**src/rtl/mem_stage_if.sv**
```systemverilog
// Data-memory bus between the MEM stage (master) and the data memory (slave).
// A request is held high until the one-cycle ready pulse; read data is valid
// only alongside ready.
interface mem_stage_if #(
    parameter int ADDR_W = 32,
    parameter int DATA_W = 32
);
    logic              DM_req_o;
    logic [3:0]        DM_web_o;
    logic [ADDR_W-1:0] DM_addr_o;
    logic [DATA_W-1:0] DM_wdata_o;
    logic [DATA_W-1:0] DM_rdata_i;
    logic              DM_ready_i;

    modport master (
        output DM_req_o, DM_web_o, DM_addr_o, DM_wdata_o,
        input  DM_rdata_i, DM_ready_i
    );

    modport slave (
        input  DM_req_o, DM_web_o, DM_addr_o, DM_wdata_o,
        output DM_rdata_i, DM_ready_i
    );
endinterface

```
**src/rtl/mem_stage.sv**
```systemverilog
// MEM pipeline stage plus MEM/WB register. Issues data-memory requests for
// loads/stores, builds byte enables and lane-replicated store data, stalls
// the pipeline while an access is outstanding, and parks returned load data
// in a hold buffer when the downstream pipeline is frozen on the ready cycle.
module mem_stage #(
    parameter int ADDR_W = 32,
    parameter int DATA_W = 32
) (
    input  logic              clk,
    input  logic              rstn,
    input  logic              MEM_stage_valid_i,
    input  logic [DATA_W-1:0] MEM_stage_ALU_result_i,
    input  logic [DATA_W-1:0] MEM_stage_rs2_data_i,
    input  logic [2:0]        MEM_stage_funct3_i,
    input  logic [4:0]        MEM_stage_rd_i,
    input  logic              MEM_stage_Cont_MemRead_i,
    input  logic              MEM_stage_Cont_MemWrite_i,
    input  logic              MEM_stage_Cont_RegWrite_i,
    input  logic              MEM_stage_Cont_MemtoReg_i,
    input  logic              MEM_stage_stall_i,
    mem_stage_if.master       dm,
    output logic              MEM_stage_stall_o,
    output logic [2:0]        WB_loadfunc_o,
    output logic [DATA_W-1:0] WB_DM_data_o,
    output logic [DATA_W-1:0] WB_ALU_result_o,
    output logic [4:0]        WB_rd_o,
    output logic              WB_Cont_RegWrite_o,
    output logic              WB_Cont_MemtoReg_o
);

    typedef enum logic [1:0] {
        S_IDLE = 2'd0,
        S_REQ  = 2'd1,
        S_HOLD = 2'd2
    } state_e;

    state_e            state_q, state_d;
    logic [DATA_W-1:0] hold_q;
    logic [2:0]        wb_loadfunc_q;
    logic [DATA_W-1:0] wb_dm_data_q, wb_dm_data_d;
    logic [DATA_W-1:0] wb_alu_q;
    logic [4:0]        wb_rd_q;
    logic              wb_regwrite_q;
    logic              wb_memtoreg_q;

    logic              mem_op;
    logic              is_load;
    logic              req;
    logic              stall;
    logic              capture;
    logic              use_hold;
    logic              wb_en;
    logic [3:0]        web;
    logic [DATA_W-1:0] wdata;

    assign mem_op  = MEM_stage_valid_i & (MEM_stage_Cont_MemRead_i | MEM_stage_Cont_MemWrite_i);
    assign is_load = MEM_stage_valid_i & MEM_stage_Cont_MemRead_i;

    // State register; reset aborts any outstanding access.
    always_ff @(posedge clk or negedge rstn) begin
        if (!rstn) begin
            state_q <= S_IDLE;
        end else begin
            state_q <= state_d;
        end
    end

    // Next state and handshake outputs; IDLE issues the request in the same cycle.
    always_comb begin
        state_d  = state_q;
        req      = 1'b0;
        stall    = 1'b0;
        capture  = 1'b0;
        use_hold = 1'b0;
        case (state_q)
            S_IDLE: begin
                req   = mem_op;
                stall = mem_op & ~dm.DM_ready_i;
                if (mem_op) begin
                    if (dm.DM_ready_i) begin
                        capture = MEM_stage_stall_i;
                        state_d = MEM_stage_stall_i ? S_HOLD : S_IDLE;
                    end else begin
                        state_d = S_REQ;
                    end
                end
            end
            S_REQ: begin
                req   = 1'b1;
                stall = ~dm.DM_ready_i;
                if (dm.DM_ready_i) begin
                    capture = MEM_stage_stall_i;
                    state_d = MEM_stage_stall_i ? S_HOLD : S_IDLE;
                end
            end
            S_HOLD: begin
                use_hold = 1'b1;
                if (!MEM_stage_stall_i) begin
                    state_d = S_IDLE;
                end
            end
            default: begin
                state_d = S_IDLE;
            end
        endcase
    end

    // Byte enables and lane-replicated store data; loads drive no enables.
    always_comb begin
        web   = 4'b1111;
        wdata = MEM_stage_rs2_data_i;
        case (MEM_stage_funct3_i[1:0])
            2'b00: begin
                web   = 4'b0001 << MEM_stage_ALU_result_i[1:0];
                wdata = {4{MEM_stage_rs2_data_i[7:0]}};
            end
            2'b01: begin
                web   = MEM_stage_ALU_result_i[1] ? 4'b1100 : 4'b0011;
                wdata = {2{MEM_stage_rs2_data_i[15:0]}};
            end
            default: begin
                web   = 4'b1111;
                wdata = MEM_stage_rs2_data_i;
            end
        endcase
        if (!MEM_stage_Cont_MemWrite_i) begin
            web = 4'b0000;
        end
    end

    // Reset forces the request and stall low immediately, even mid-access.
    assign dm.DM_req_o        = req & rstn;
    assign MEM_stage_stall_o  = stall & rstn;
    assign dm.DM_web_o        = web;
    assign dm.DM_wdata_o      = wdata;
    assign dm.DM_addr_o       = {MEM_stage_ALU_result_i[ADDR_W-1:2], 2'b00};

    assign wb_en        = ~MEM_stage_stall_i & ~stall;
    assign wb_dm_data_d = is_load ? (use_hold ? hold_q : dm.DM_rdata_i) : '0;

    // Hold buffer keeps read data returned while the pipeline is frozen.
    always_ff @(posedge clk or negedge rstn) begin
        if (!rstn) begin
            hold_q <= '0;
        end else if (capture) begin
            hold_q <= dm.DM_rdata_i;
        end
    end

    // MEM/WB register; bubbles never write the register file.
    always_ff @(posedge clk or negedge rstn) begin
        if (!rstn) begin
            wb_loadfunc_q <= '0;
            wb_dm_data_q  <= '0;
            wb_alu_q      <= '0;
            wb_rd_q       <= '0;
            wb_regwrite_q <= 1'b0;
            wb_memtoreg_q <= 1'b0;
        end else if (wb_en) begin
            wb_loadfunc_q <= MEM_stage_funct3_i;
            wb_dm_data_q  <= wb_dm_data_d;
            wb_alu_q      <= MEM_stage_ALU_result_i;
            wb_rd_q       <= MEM_stage_rd_i;
            wb_regwrite_q <= MEM_stage_Cont_RegWrite_i & MEM_stage_valid_i;
            wb_memtoreg_q <= MEM_stage_Cont_MemtoReg_i;
        end
    end

    assign WB_loadfunc_o      = wb_loadfunc_q;
    assign WB_DM_data_o       = wb_dm_data_q;
    assign WB_ALU_result_o    = wb_alu_q;
    assign WB_rd_o            = wb_rd_q;
    assign WB_Cont_RegWrite_o = wb_regwrite_q;
    assign WB_Cont_MemtoReg_o = wb_memtoreg_q;

endmodule

```
**src/flat_wrapper.sv**
```systemverilog
// flat-port wrapper written by rule: the top's interface ports become plain ports
module mem_stage_flat 
#(
    parameter int ADDR_W = 32,
    parameter int DATA_W = 32
)
  (clk, rstn, MEM_stage_valid_i, MEM_stage_ALU_result_i, MEM_stage_rs2_data_i, MEM_stage_funct3_i, MEM_stage_rd_i, MEM_stage_Cont_MemRead_i, MEM_stage_Cont_MemWrite_i, MEM_stage_Cont_RegWrite_i, MEM_stage_Cont_MemtoReg_i, MEM_stage_stall_i, MEM_stage_stall_o, WB_loadfunc_o, WB_DM_data_o, WB_ALU_result_o, WB_rd_o, WB_Cont_RegWrite_o, WB_Cont_MemtoReg_o, dm_DM_req_o, dm_DM_web_o, dm_DM_addr_o, dm_DM_wdata_o, dm_DM_rdata_i, dm_DM_ready_i);
  mem_stage_if #(.ADDR_W(ADDR_W), .DATA_W(DATA_W)) dm_i ();
  input  logic clk;
  input  logic rstn;
  input  logic MEM_stage_valid_i;
  input  logic [DATA_W-1:0] MEM_stage_ALU_result_i;
  input  logic [DATA_W-1:0] MEM_stage_rs2_data_i;
  input  logic [2:0] MEM_stage_funct3_i;
  input  logic [4:0] MEM_stage_rd_i;
  input  logic MEM_stage_Cont_MemRead_i;
  input  logic MEM_stage_Cont_MemWrite_i;
  input  logic MEM_stage_Cont_RegWrite_i;
  input  logic MEM_stage_Cont_MemtoReg_i;
  input  logic MEM_stage_stall_i;
  output logic MEM_stage_stall_o;
  output logic [2:0] WB_loadfunc_o;
  output logic [DATA_W-1:0] WB_DM_data_o;
  output logic [DATA_W-1:0] WB_ALU_result_o;
  output logic [4:0] WB_rd_o;
  output logic WB_Cont_RegWrite_o;
  output logic WB_Cont_MemtoReg_o;
  output wire logic [$bits(dm_i.DM_req_o)-1:0] dm_DM_req_o;
  output wire logic [$bits(dm_i.DM_web_o)-1:0] dm_DM_web_o;
  output wire logic [$bits(dm_i.DM_addr_o)-1:0] dm_DM_addr_o;
  output wire logic [$bits(dm_i.DM_wdata_o)-1:0] dm_DM_wdata_o;
  input wire logic [$bits(dm_i.DM_rdata_i)-1:0] dm_DM_rdata_i;
  input wire logic [$bits(dm_i.DM_ready_i)-1:0] dm_DM_ready_i;
  assign dm_DM_req_o = dm_i.DM_req_o;
  assign dm_DM_web_o = dm_i.DM_web_o;
  assign dm_DM_addr_o = dm_i.DM_addr_o;
  assign dm_DM_wdata_o = dm_i.DM_wdata_o;
  assign dm_i.DM_rdata_i = dm_DM_rdata_i;
  assign dm_i.DM_ready_i = dm_DM_ready_i;
  mem_stage #(.ADDR_W(ADDR_W), .DATA_W(DATA_W)) u_core (.clk(clk), .rstn(rstn), .MEM_stage_valid_i(MEM_stage_valid_i), .MEM_stage_ALU_result_i(MEM_stage_ALU_result_i), .MEM_stage_rs2_data_i(MEM_stage_rs2_data_i), .MEM_stage_funct3_i(MEM_stage_funct3_i), .MEM_stage_rd_i(MEM_stage_rd_i), .MEM_stage_Cont_MemRead_i(MEM_stage_Cont_MemRead_i), .MEM_stage_Cont_MemWrite_i(MEM_stage_Cont_MemWrite_i), .MEM_stage_Cont_RegWrite_i(MEM_stage_Cont_RegWrite_i), .MEM_stage_Cont_MemtoReg_i(MEM_stage_Cont_MemtoReg_i), .MEM_stage_stall_i(MEM_stage_stall_i), .dm(dm_i), .MEM_stage_stall_o(MEM_stage_stall_o), .WB_loadfunc_o(WB_loadfunc_o), .WB_DM_data_o(WB_DM_data_o), .WB_ALU_result_o(WB_ALU_result_o), .WB_rd_o(WB_rd_o), .WB_Cont_RegWrite_o(WB_Cont_RegWrite_o), .WB_Cont_MemtoReg_o(WB_Cont_MemtoReg_o));
endmodule
```
**config.mk**
```make
export PLATFORM = sky130hd
export DESIGN_NAME = mem_stage_flat
export DESIGN_NICKNAME = d
export VERILOG_FILES = /design/src/rtl/mem_stage_if.sv /design/src/rtl/mem_stage.sv /design/src/flat_wrapper.sv
export SDC_FILE = /design/constraint.sdc
export NUM_CORES = 1
export LEC_CHECK = 0
export BUFFER_PORTS_ARGS = -buffer_cell sky130_fd_sc_hd__clkbuf_2
export CORE_MARGIN = 3
export CORE_UTILIZATION = 52
export CTS_BUF_LIST = sky130_fd_sc_hd__clkbuf_4
export DETAILED_ROUTE_END_ITERATION = 16
export MAX_ROUTING_LAYER = met4
export PLACE_DENSITY_LB_ADDON = 0.08
export SYNTH_ARGS = -nofsm -noshare
export SYNTH_HDL_FRONTEND = slang
export SYNTH_SLANG_ARGS = --single-unit
```
**constraint.sdc**
```tcl
create_clock -name clk -period 2.85 [get_ports clk]
set_input_delay 0.4275 -clock clk [delete_from_list [all_inputs] [get_ports clk]]
set_output_delay 0.4275 -clock clk [all_outputs]
set_load 0.02 [all_outputs]
```
=== Word level (Yosys, flattened, before mapping) ===
Index checks and enable logic that the tools add are counted.

* Input bits: 113
* Register bits after elaboration: 108

* Bitwise operators: 11
* Reductions and logical operators: 3
* Mux-type cells: 18
* Shift operators: 1
* Equality and inequality tests: 6

{| class="wikitable"
|+ Operator list
! cell !! number
|-
| $mux 32 || 2
|-
| $pmux 32 s2 || 1
|-
| $mux 2 || 5
|-
| $mux 4 || 2
|-
| $pmux 4 s2 || 1
|-
| $and 1x1->1 || 7
|-
| $pmux 1 s2 || 3
|-
| $pmux 2 s3 || 1
|-
| $eq 2x1->1 const B || 2
|-
| $logic_not 2->1 || 2
|-
| $ne 2x2->1 const B || 2
|-
| $shl 1x2->4 const A || 1
|-
| $mux 1 || 3
|-
| $not 1->1 || 3
|-
| $reduce_and 3->1 || 1
|-
| $eq 2x2->1 const B || 1
|-
| $ne 2x1->1 const B || 1
|-
| $or 1x1->1 || 1
|}

=== Longest topological paths before layout ===
* Depth after elaboration: 6
* Depth in mapped cells: 6
* Mapped depth without buffers: 3

=== Worst setup path before layout ===
Ideal clock, no wire load.

* Kind: input to output
* From: input port MEM_stage_funct3_i[0]
* To: output port dm_DM_wdata_o[24]
* Slack: 0.980 ns
* Cell stages on the path: 3
* Arrival time: 1.443 ns
* Cell sequence: clkbuf_1 > mux2i_1 > o21ai_0

* Longest elaborated chain between the ends: 2

{| class="wikitable"
|+ Ends and longest elaborated chain
! item !! line !! RTL
|-
| start: declaration || flat_wrapper.sv:14 || <nowiki>input logic [2:0] MEM_stage_funct3_i;</nowiki>
|-
| $eq 2x1->1 or $logic_not 2->1 (tied branches) || mem_stage.sv:112 || <nowiki>case (MEM_stage_funct3_i[1:0])</nowiki>
|-
| $pmux 32 s2 (*) || mem_stage.sv:112 ||
|-
| end: declaration || flat_wrapper.sv:31 || <nowiki>output wire logic [$bits(dm_i.DM_wdata_o)-1:0] dm_DM_wdata_o;</nowiki>
|}

Mark *: on every way between the ends. The rest lies on a longest branch, timed or not.

=== Worst setup path in the final report ===
* From: input port MEM_stage_funct3_i[0]
* To: output port dm_DM_wdata_o[9]

Same word-level chain as after synthesis.

==> metrics.txt <==
CTS resizes 0; Critical Path RT 2.42 ns; CP Cell Sequence clkbuf_2 -> nor2_1 -> mux2_2 -> clkbuf_2; fraction of the cycle the final worst path needs just over 80%; Seq cells post-synth around 110; pwr dens between 500 and 600 mW/mm2; Period minus WS final between 2 and 2.5 ns; CP max-delay cell nor2_1; clock share of power 17.6%; GRT Residual Overflow 0; endpoints failing hold 0; via count 4112; flop-to-flop setup slack roughly 0.95 ns; Syn Std Cell Area 0.005557 mm2; Internal Power 2.606 mW; drc violations 0; switching share of power 34.43%; NetSw ~1.4 mW; latest clock arrival within the worst-skew pair between 0.4 and 0.5 ns; worst relative slew slack roughly half; largest stage delay on the critical path around 0.66 ns; core area 0.01037 mm2; total CTS buffers 9; status completed; clock-pin transition on the worst setup and hold timing paths between 0.15 and 0.2 ns; first-pass GRT wire length 21270 um; part of the power in combinational logic 32.7%; Hold WC Path Type input pin to flop; Final nets roughly 740; CP endpoint dm_DM_wdata_o[9]; number of global-route vias before repair about 4000; Netlist cell types 24; register share of total power roughly half; CP dominant cell by count clkbuf_2; uppermost routed layer met4; reg2reg end u_core.WB_DM_data_o[3]; Boundary Pins about 260; Final GP Congestion 0.7890; Clock Tree Root clkbuf_4; initial antenna violation count 0; DR WL/cell ~18 um; Post-Synthesis Cells roughly 420; metal3 WL between 900 and 1000 um; worst vdd ir around 0.00044 V; RSZ-0062 raised after global routing no; Static Leak about 3.4 nW; Tot GR Track Use 23.90%; Worst Setup Slack post-DPL about 0.54 ns; setup_tns 0 ns; Startpoint Class input pin; IO Port Bufs 254; Post-CTS Setup Repair Bufs 0; CP Class input pin to output pin; CTS tree built; Max FO, Critical Path 12; Die X-Extent approximately 110 um; post-route ant nets 0; DRT Pass-1 Iters 4; Final WS setup between 0.5 and 0.6 ns; post-synthesis sequential area ratio between 40 and 50%; drt initial violations 195; WHS roughly 0.18 ns; Worst setup EP type output pin; Worst EP arrival roughly 1.9 ns; Diodes inserted 0; H-Tree Depth 3; Initial Utilization 53.58%; Critical R2R Launch u_core.state_q[1]; clock skew 0.01900 ns; Final Max Tran Viols 0; Yosys warnings 0; maxcap violations 0; synthesized area per cell between 10 and 15 um2; fraction of layout cells with a size suffix above 1 about three fifths; Met2 Wirelength approximately 6800 um; FF-to-FF path depth 4; Critical path origin MEM_stage_funct3_i[0]; Post-DP HPWL 10540 um; clock sink count 108; FP Rows 37; Vias/cell between 5 and 6; Post-Route M1 WL ~6300 um; die area about 0.012 mm2; Clock Tree Buf Depth 2; count of final setup violators 0; largest net degree at the start of global routing 55; fmax about 430 MHz; die height about 110 um; Core Util, Final roughly 65%; Layout area overhead 21.75%; worst slew pin tran about 0.77 ns; WL final 14110 um
cells by family after synthesis:
family | synth area share (%)
AOI/OAI and AO/OA | 10.88
buffers and inverters | 9.660
DFF | 48.64
muxes | 29.03
other | 0.06749
and+or+nand+nor | 1.734
cells in the final DEF, fill, tap and decap left out, drive strengths merged:
cell	instances
clkbuf	262
dfrtp	108
mux2	89
mux2i	40
o211ai	33
o31ai	32
buf	16
nand2	10
o21ai	10
nor2	6
inv	5
o21a	4
clkinv	4
nor2b	3
a21oi	2
conb	2
nand2b	1
nor3	1
o2111a	1
or2	1
o21bai	1
a21o	1
clkinvlp	1
dlygate4sd3	1
routing by layer:
layer,up-vias,GRT usage (%)
li1,1915,-
met1,2033,33.42
met2,152,35.40
met3,12,5.520
met4,0,6.322
met5,-,-
metrics by stage:
step	cell area (um2)	power (mW)	cells
2_1_floorplan	5560	2.882	422
3_3_place_gp	6636	3.281	753
3_5_place_dp	6636	3.307	753
4_1_cts	6765	4.016	770
5_1_grt	6765	4.203	770
6_report	6765	3.974	770
worst min path at each step:
stage,start,endpoint,slack [ns],cells past startpoint
floorplan,rstn,u_core.WB_ALU_result_o[0],0.13,0
global placement,rstn,u_core.WB_DM_data_o[15],0.27,1
detailed placement,rstn,u_core.hold_q[14],0.27,1
CTS,MEM_stage_Cont_MemtoReg_i,u_core.WB_Cont_MemtoReg_o,0.15,2
global route,MEM_stage_rd_i[3],u_core.WB_rd_o[3],0.13,2
finish,MEM_stage_Cont_RegWrite_i,u_core.WB_Cont_RegWrite_o,0.18,3
cell type report:
cell class,count,area (um2)
tap,136,170.2
multi-input combinational,237,2341
clock inverter,7,51.30
inverter,3,11.26
timing repair buffer,270,1421
sequential,108,2703
clock buffer,9,67.56
fill,846,3605
synth_stat cells:
library cell | n | area (um2)
dfrtp_1 | 108 | 2703
o21ai_0 | 10 | 50.05
mux2i_1 | 40 | 400.4
o2111a_1 | 1 | 11.26
o21bai_1 | 1 | 7.510
o21a_1 | 4 | 30.03
buf_6 | 12 | 135.1
mux2_4 | 56 | 840.8
clkbuf_1 | 16 | 60.06
inv_1 | 3 | 11.26
conb_1 | 1 | 3.750
nand2_1 | 10 | 37.54
nor2b_1 | 3 | 18.77
nor3_1 | 1 | 5.000
mux2_2 | 33 | 371.6
a21o_1 | 1 | 7.510
nor2_1 | 6 | 22.52
buf_4 | 40 | 300.3
o211ai_1 | 33 | 247.7
o31ai_1 | 32 | 240.2
buf_2 | 6 | 30.03
or2_1 | 1 | 6.260
a21oi_1 | 2 | 10.01
nand2b_1 | 1 | 6.260
critical path, delay by kind of cell:
| kind | cells | cell delay [ns] |
|---|---|---|
| muxes | 1 | 0.42 |
| and+or+nand+nor | 1 | 0.66 |
| buffers and inverters | 2 | 0.40 |
state kept, by name (all words and copies together), names as in the netlist:
signal and flops:
u_core.WB_ALU_result_o 32, u_core.WB_Cont_MemtoReg_o 1, u_core.WB_Cont_RegWrite_o 1, u_core.WB_DM_data_o 32, u_core.WB_loadfunc_o 3, u_core.WB_rd_o 5
u_core.hold_q 32, u_core.state_q 2
power by group through the flow:
stage | Clock, mW | Combinational [mW] | Sequential (mW)
final | 0.701 | 1.30 | 1.97
after global routing | 0.804 | 1.39 | 2.00
after CTS | 0.729 | 1.32 | 1.97
after detailed placement | 0 | 1.31 | 1.99
after global placement | 0 | 1.29 | 1.99
after floorplan | 0 | 0.743 | 2.14
repair_timing:
| action | in CTS | in global routing |
|---|---|---|
| hold endpoints to repair | 9 | 0 |
| hold buffers | 1 | 0 |
| setup endpoints to repair | 0 | 0 |
No activity file was read; power rests on OpenSTA's default activity.
